## config.mk

```make
export PLATFORM = sky130hd
export DESIGN_NAME = inst_cache
export DESIGN_NICKNAME = d
export VERILOG_FILES = /design/src/rtl/inst_cache_pkg.sv /design/src/rtl/icache_store.sv /design/src/rtl/inst_cache.sv
export SDC_FILE = /design/constraint.sdc
export NUM_CORES = 2
export LEC_CHECK = 0
export BUFFER_PORTS_ARGS = -buffer_cell sky130_fd_sc_hd__buf_2
export CAP_MARGIN = 20
export CORE_MARGIN = 2
export CORE_UTILIZATION = 43
export CTS_CLUSTER_SIZE = 28
export DETAILED_ROUTE_END_ITERATION = 6
export HOLD_SLACK_MARGIN = 0.05
export PLACE_DENSITY = 0.55
export SYNTH_ARGS = -nofsm -noshare
export SYNTH_HDL_FRONTEND = slang
export SYNTH_SLANG_ARGS = --single-unit
```

## constraint.sdc

```tcl
create_clock -name clk_in -period 4.5 [get_ports clk_in]
set_input_delay 0.675 -clock clk_in [delete_from_list [all_inputs] [get_ports clk_in]]
set_output_delay 0.675 -clock clk_in [all_outputs]
set_load 0.005 [all_outputs]
```

## src/rtl/inst_cache_pkg.sv

```systemverilog
// inst_cache_pkg: shared address/instruction widths and the inst_cache FSM encoding.
package inst_cache_pkg;
   localparam int AddressWidth = 32;
   localparam int IDWidth = 32;
   typedef enum logic [1:0] {IDLE, MISS, DROP} icache_state_e;
endpackage

```

## src/rtl/icache_store.sv

```systemverilog
// icache_store: direct-mapped valid/tag/data arrays, combinational read, synchronous write.
module icache_store
   import inst_cache_pkg::*;
#(
   parameter int INDEX_BITS = 6,
   parameter int TAG_BITS = 24,
   parameter int DATA_WIDTH = IDWidth
) (
   input  logic                  clk_in,
   input  logic                  rst_in,
   input  logic [INDEX_BITS-1:0] rd_idx,
   output logic                  rd_valid,
   output logic [TAG_BITS-1:0]   rd_tag,
   output logic [DATA_WIDTH-1:0] rd_data,
   input  logic                  wr_en,
   input  logic [INDEX_BITS-1:0] wr_idx,
   input  logic [TAG_BITS-1:0]   wr_tag,
   input  logic [DATA_WIDTH-1:0] wr_data
);
   localparam int Lines = 1 << INDEX_BITS;
   logic [Lines-1:0]      valid;
   logic [TAG_BITS-1:0]   tags [Lines];
   logic [DATA_WIDTH-1:0] data [Lines];
   assign rd_valid = valid[rd_idx];
   assign rd_tag = tags[rd_idx];
   assign rd_data = data[rd_idx];
   always_ff @(posedge clk_in or negedge rst_in)
      if (!rst_in) valid <= '0;
      else if (wr_en) valid[wr_idx] <= 1'b1;
   // tag/data need no reset: a line is only read through its valid bit
   always_ff @(posedge clk_in)
      if (wr_en) begin
         tags[wr_idx] <= wr_tag;
         data[wr_idx] <= wr_data;
      end
endmodule

```

## src/rtl/inst_cache.sv

```systemverilog
// inst_cache: direct-mapped one-word-line instruction cache with blocking miss handling.
module inst_cache
   import inst_cache_pkg::*;
#(
   parameter int INDEX_BITS = 6,
   parameter int ADDR_WIDTH = AddressWidth,
   parameter int DATA_WIDTH = IDWidth
) (
   input  logic                  clk_in,
   input  logic                  rst_in,
   input  logic                  rdy_in,
   input  logic                  flush_in,
   input  logic                  if_en_in,
   input  logic [ADDR_WIDTH-1:0] if_addr_in,
   output logic                  if_rdy_out,
   output logic [DATA_WIDTH-1:0] if_inst_out,
   output logic                  mem_en_out,
   output logic [ADDR_WIDTH-1:0] mem_addr_out,
   input  logic                  mem_rdy_in,
   input  logic [DATA_WIDTH-1:0] mem_inst_in
);
   localparam int TagBits = ADDR_WIDTH - INDEX_BITS - 2;
   icache_state_e state, state_nxt;
   logic                  rdy_nxt, rd_valid, hit, fill;
   logic [DATA_WIDTH-1:0] inst_nxt, rd_data;
   logic [ADDR_WIDTH-1:0] addr_nxt;
   logic [TagBits-1:0]    rd_tag;
   icache_store #(.INDEX_BITS(INDEX_BITS), .TAG_BITS(TagBits), .DATA_WIDTH(DATA_WIDTH)) u_store (
      .clk_in  (clk_in),
      .rst_in  (rst_in),
      .rd_idx  (if_addr_in[INDEX_BITS+1:2]),
      .rd_valid(rd_valid),
      .rd_tag  (rd_tag),
      .rd_data (rd_data),
      .wr_en   (fill && rdy_in),
      .wr_idx  (mem_addr_out[INDEX_BITS+1:2]),
      .wr_tag  (mem_addr_out[ADDR_WIDTH-1:INDEX_BITS+2]),
      .wr_data (mem_inst_in)
   );
   assign hit = rd_valid && rd_tag == if_addr_in[ADDR_WIDTH-1:INDEX_BITS+2];
   // request drops in the completion cycle so the controller never starts a second read
   assign mem_en_out = state != IDLE && !mem_rdy_in;
   assign fill = state != IDLE && mem_rdy_in;
   always_comb begin
      state_nxt = state;
      rdy_nxt = 1'b0;
      inst_nxt = if_inst_out;
      addr_nxt = mem_addr_out;
      case (state)
         IDLE:
            if (if_en_in && !flush_in && !if_rdy_out) begin
               state_nxt = hit ? IDLE : MISS;
               rdy_nxt = hit;
               inst_nxt = hit ? rd_data : if_inst_out;
               addr_nxt = hit ? mem_addr_out : if_addr_in;
            end
         MISS: begin
            state_nxt = mem_rdy_in ? IDLE : flush_in ? DROP : MISS;
            rdy_nxt = mem_rdy_in && !flush_in;
            inst_nxt = rdy_nxt ? mem_inst_in : if_inst_out;
         end
         default: state_nxt = mem_rdy_in ? IDLE : DROP;
      endcase
   end
   always_ff @(posedge clk_in or negedge rst_in)
      if (!rst_in) begin
         state <= IDLE;
         if_rdy_out <= 1'b0;
         if_inst_out <= '0;
         mem_addr_out <= '0;
      end else if (rdy_in) begin
         state <= state_nxt;
         if_rdy_out <= rdy_nxt;
         if_inst_out <= inst_nxt;
         mem_addr_out <= addr_nxt;
      end
endmodule

```

==> results.py <==
metrics = {
    "power": {
        "comb_power_share_pct": 7.0,
        "power.switching_w": 0.01759,
        "peakVddDrop_v": 0.0003359,
        "p_int_w": 0.05995,
        "p_clk_share_pct": 41.0,
        "power_density_nw_per_um2": 464.2,
        "p_leak_nw": 54.01,
        "sequentialPowerShare_pct": 51.9,
        "swShare_pct": 22.68,
    },
    "sta": {
        "slew_headroom_pct": 24.44,
        "fmax_mhz": 227.2,
        "hold_viol_final": 0,
        "finalWorstSetupSlack_ps": 97.62,
        "rsz0062_at_grt": "no",
        "worst_slew_pin_slew_ps": 1133,
        "slew_violations": 0,
        "holdWs_ps": 70.48,
        "clock-skew-final_ps": 51.70,
        "fin_crit_ps": 4402,
        "setup_viol": 0,
        "period_share_pct": 97.83,
    },
    "min_path": {
        "hold_path.class": "in2reg",
        "worstHoldPathCells": 1,
    },
    "logic_synthesis": {
        "synth_area_leader_cell": "edfxtp_1",
        "synth_nets": 6319,
        "synth_area_um2": 142900,
        "synth-main-ff-cell": "edfxtp_1",
        "yosys_warnings": 0,
        "syn_inst": 6249,
        "ys_async_sr_fraction_pct": 3.526,
        "syn-mean-instance-area_um2": 22.87,
        "ys_seq_area_share_pct": 77.62,
        "synth_most_common_cell": "edfxtp_1",
        "synth_top_area_share_pct": 75.32,
        "yosys_register_bits": 3715,
        "synth.distinct_cells": 71,
        "synth-edff-count": 3584,
        "synthTopCellsByArea": "edfxtp_1, mux4_2, dfrtp_1",
        "synth_top_cells_by_count": "edfxtp_1, mux4_2, mux2i_1",
    },
    "drt": {
        "post_drt_via_cell_ratio": 6.256,
        "drcViolationCount": 2,
        "drt-total-wl_um": 452500,
        "antenna_left": 0,
        "drtIter0Drc": 10842,
        "drt-wirelength-per-cell_um": 38.68,
        "dr.pass1.iters": 7,
        "via_count": 73178,
    },
    "clocking": {
        "cts.clk_slew.worst_paths_ps": 60,
        "cts_htree_levels": 5,
        "root_buffer": "clkbuf_16",
        "cts_made_buffers": 383,
        "tritoncts": "done",
        "cts_sinks": 3715,
        "cts_resized": 0,
        "clock_latency_ps": 960,
        "cts_buffer_depth": 4,
    },
    "die": {
        "ios": 136,
        "core_area_um2": 330500,
        "dieArea_um2": 336900,
        "fp.dieW_um": 580.4,
        "die_h_um": 580.4,
        "start_util_pct": 43.23,
        "rows": 211,
    },
    "finish": {
        "fillers": 26124,
        "regArea_um2": 110900,
        "fin_nets": 7075,
        "multi_input_area_um2": 30900,
        "area.growth.synth_to_final_pct": 16.89,
        "final-instance-count-excl-fill": 11698,
        "postLayoutCoreUtil_pct": 50.53,
        "drive_gt1_share_pct": 32.91,
    },
    "place": {
        "preCtsSetupSlack_ps": -828.2,
        "hpwl_um": 247300,
        "place_congestion": 0.8380,
        "placedCellCount": 10945,
        "port_buffers": 135,
    },
    "setup_path": {
        "arrival_ps": 5260,
        "cp-start-kind": "primary input",
        "critPathMaxFanout": 21,
        "crit_path_end_kind": "flip-flop",
        "critPathRequiredTime_ps": 5360,
        "worst-r2r-cell-count": 15,
        "critical_path_class": "in2reg",
    },
    "global_route": {
        "grt_pass1_vias": 72302,
        "grt_pass1_wl_um": 613600,
        "grt_antenna_before_repair": 37,
        "overflow": 0,
        "grt_start_max_net_pins": 121,
        "grt.total_usage_pct": 26.52,
    },
    "flow_run": {
        "cap_violations": 0,
    },
    "run_status": {
        "violations": "DRC",
        "status": "complete, but fails checks",
    },
}
## final timing paths
path,startpoint,to,slack [ps]
worst max register to register,u_store.tags[42][8],if_inst_out[5],110
max in group asynchronous,rst_in,if_inst_out[20],2920
min in group asynchronous,rst_in,mem_addr_out[7],430
worst min register to register,u_store.valid[9],u_store.valid[9],460
worst max-delay path,if_addr_in[2],if_inst_out[5],100
worst min-delay path,mem_inst_in[19],u_store.data[8][19],70
## cells by family after synthesis
logic type / after synthesis / share of synthesized area (%)
and+or+nand+nor: 506 / 1.733
xor gates and xnor gates: 21 / 0.1287
AOI/OAI and AO/OA: 365 / 1.928
DFF: 3715 / 77.62
muxes: 1292 / 17.45
buffers and inverters: 350 / 1.145
## worst max-delay path, cell delays in order
cell,delay [ps]
buf_12,190
buf_12,210
buf_4,220
mux4_2,580
nand3_1,190
nand4_1,250
nor4_2,390
xnor2_1,120
a2111oi_2,490
buf_4,200
nand4_1,110
or4_4,580
buf_4,160
nor3_2,250
buf_4,240
buf_12,190
a221o_1,150
## per-layer routing
| metal | share of wire (%) | global-route usage [%] | vias to the layer above | wire length, um |
|---|---|---|---|---|
| met5 | 0.015 | 0 | - | 69 |
| met4 | 2.9 | 7.118 | 10 | 13050 |
| met3 | 9.0 | 4.474 | 639 | 40690 |
| met2 | 47 | 41.90 | 3837 | 214300 |
| met1 | 41 | 38.39 | 40510 | 184400 |
| li1 | - | - | 28182 | - |
## timing repair
action	4_1_cts	5_1_grt
hold endpoints to repair	103	28
setup buffers	0	0
hold buffers	17	8
## stage by stage
stage	instance area, um^2	power, W	setup TNS, ps
floorplan	142900	0.04358	0
global placement	153900	0.04614	-43950
detailed placement	153900	0.04631	-46090
CTS	166600	0.07786	0
global route	167000	0.07961	0
finish	167000	0.07754	0
## layout by cell type, fill, tap and decap left out, drive strengths merged, types with 45 or more instances in the layout
master,netlist,layout
a21oi,45,45
a22oi,117,117
buf,181,686
clkbuf,160,497
clkinv,2,161
dfrtp,131,131
edfxtp,3584,3584
mux2,54,54
mux2i,293,293
mux4,945,945
nand2,162,162
nand3,61,61
nor2,103,103
or2,67,67
## power by group through the flow
stage	sequential, W	clock (W)	combinational, W
floorplan	0.0412	0	0.00234
global placement	0.0412	0	0.00498
detailed placement	0.0412	0	0.00508
CTS	0.0405	0.0322	0.00510
global route	0.0403	0.0336	0.00574
finish	0.0403	0.0318	0.00545
## state kept, by name, indices dropped and copies added (netlist names)
signal	flops
if_inst_out	32
if_rdy_out	1
mem_addr_out	32
state	2
u_store.data	2048
u_store.tags	1536
u_store.valid	64
## final cells by class
cell class / count / share of cell area [%]
Antenna cell: 5 / 0.007491
Clock buffer: 496 / 6.194
Clock inverter: 211 / 1.315
Inverter: 9 / 0.02322
Multi-Input combinational cell: 2184 / 18.50
Sequential cell: 3715 / 66.42
Tap cell: 4366 / 3.271
Timing Repair Buffer: 712 / 4.272
No activity file was read; power rests on OpenSTA's default activity.
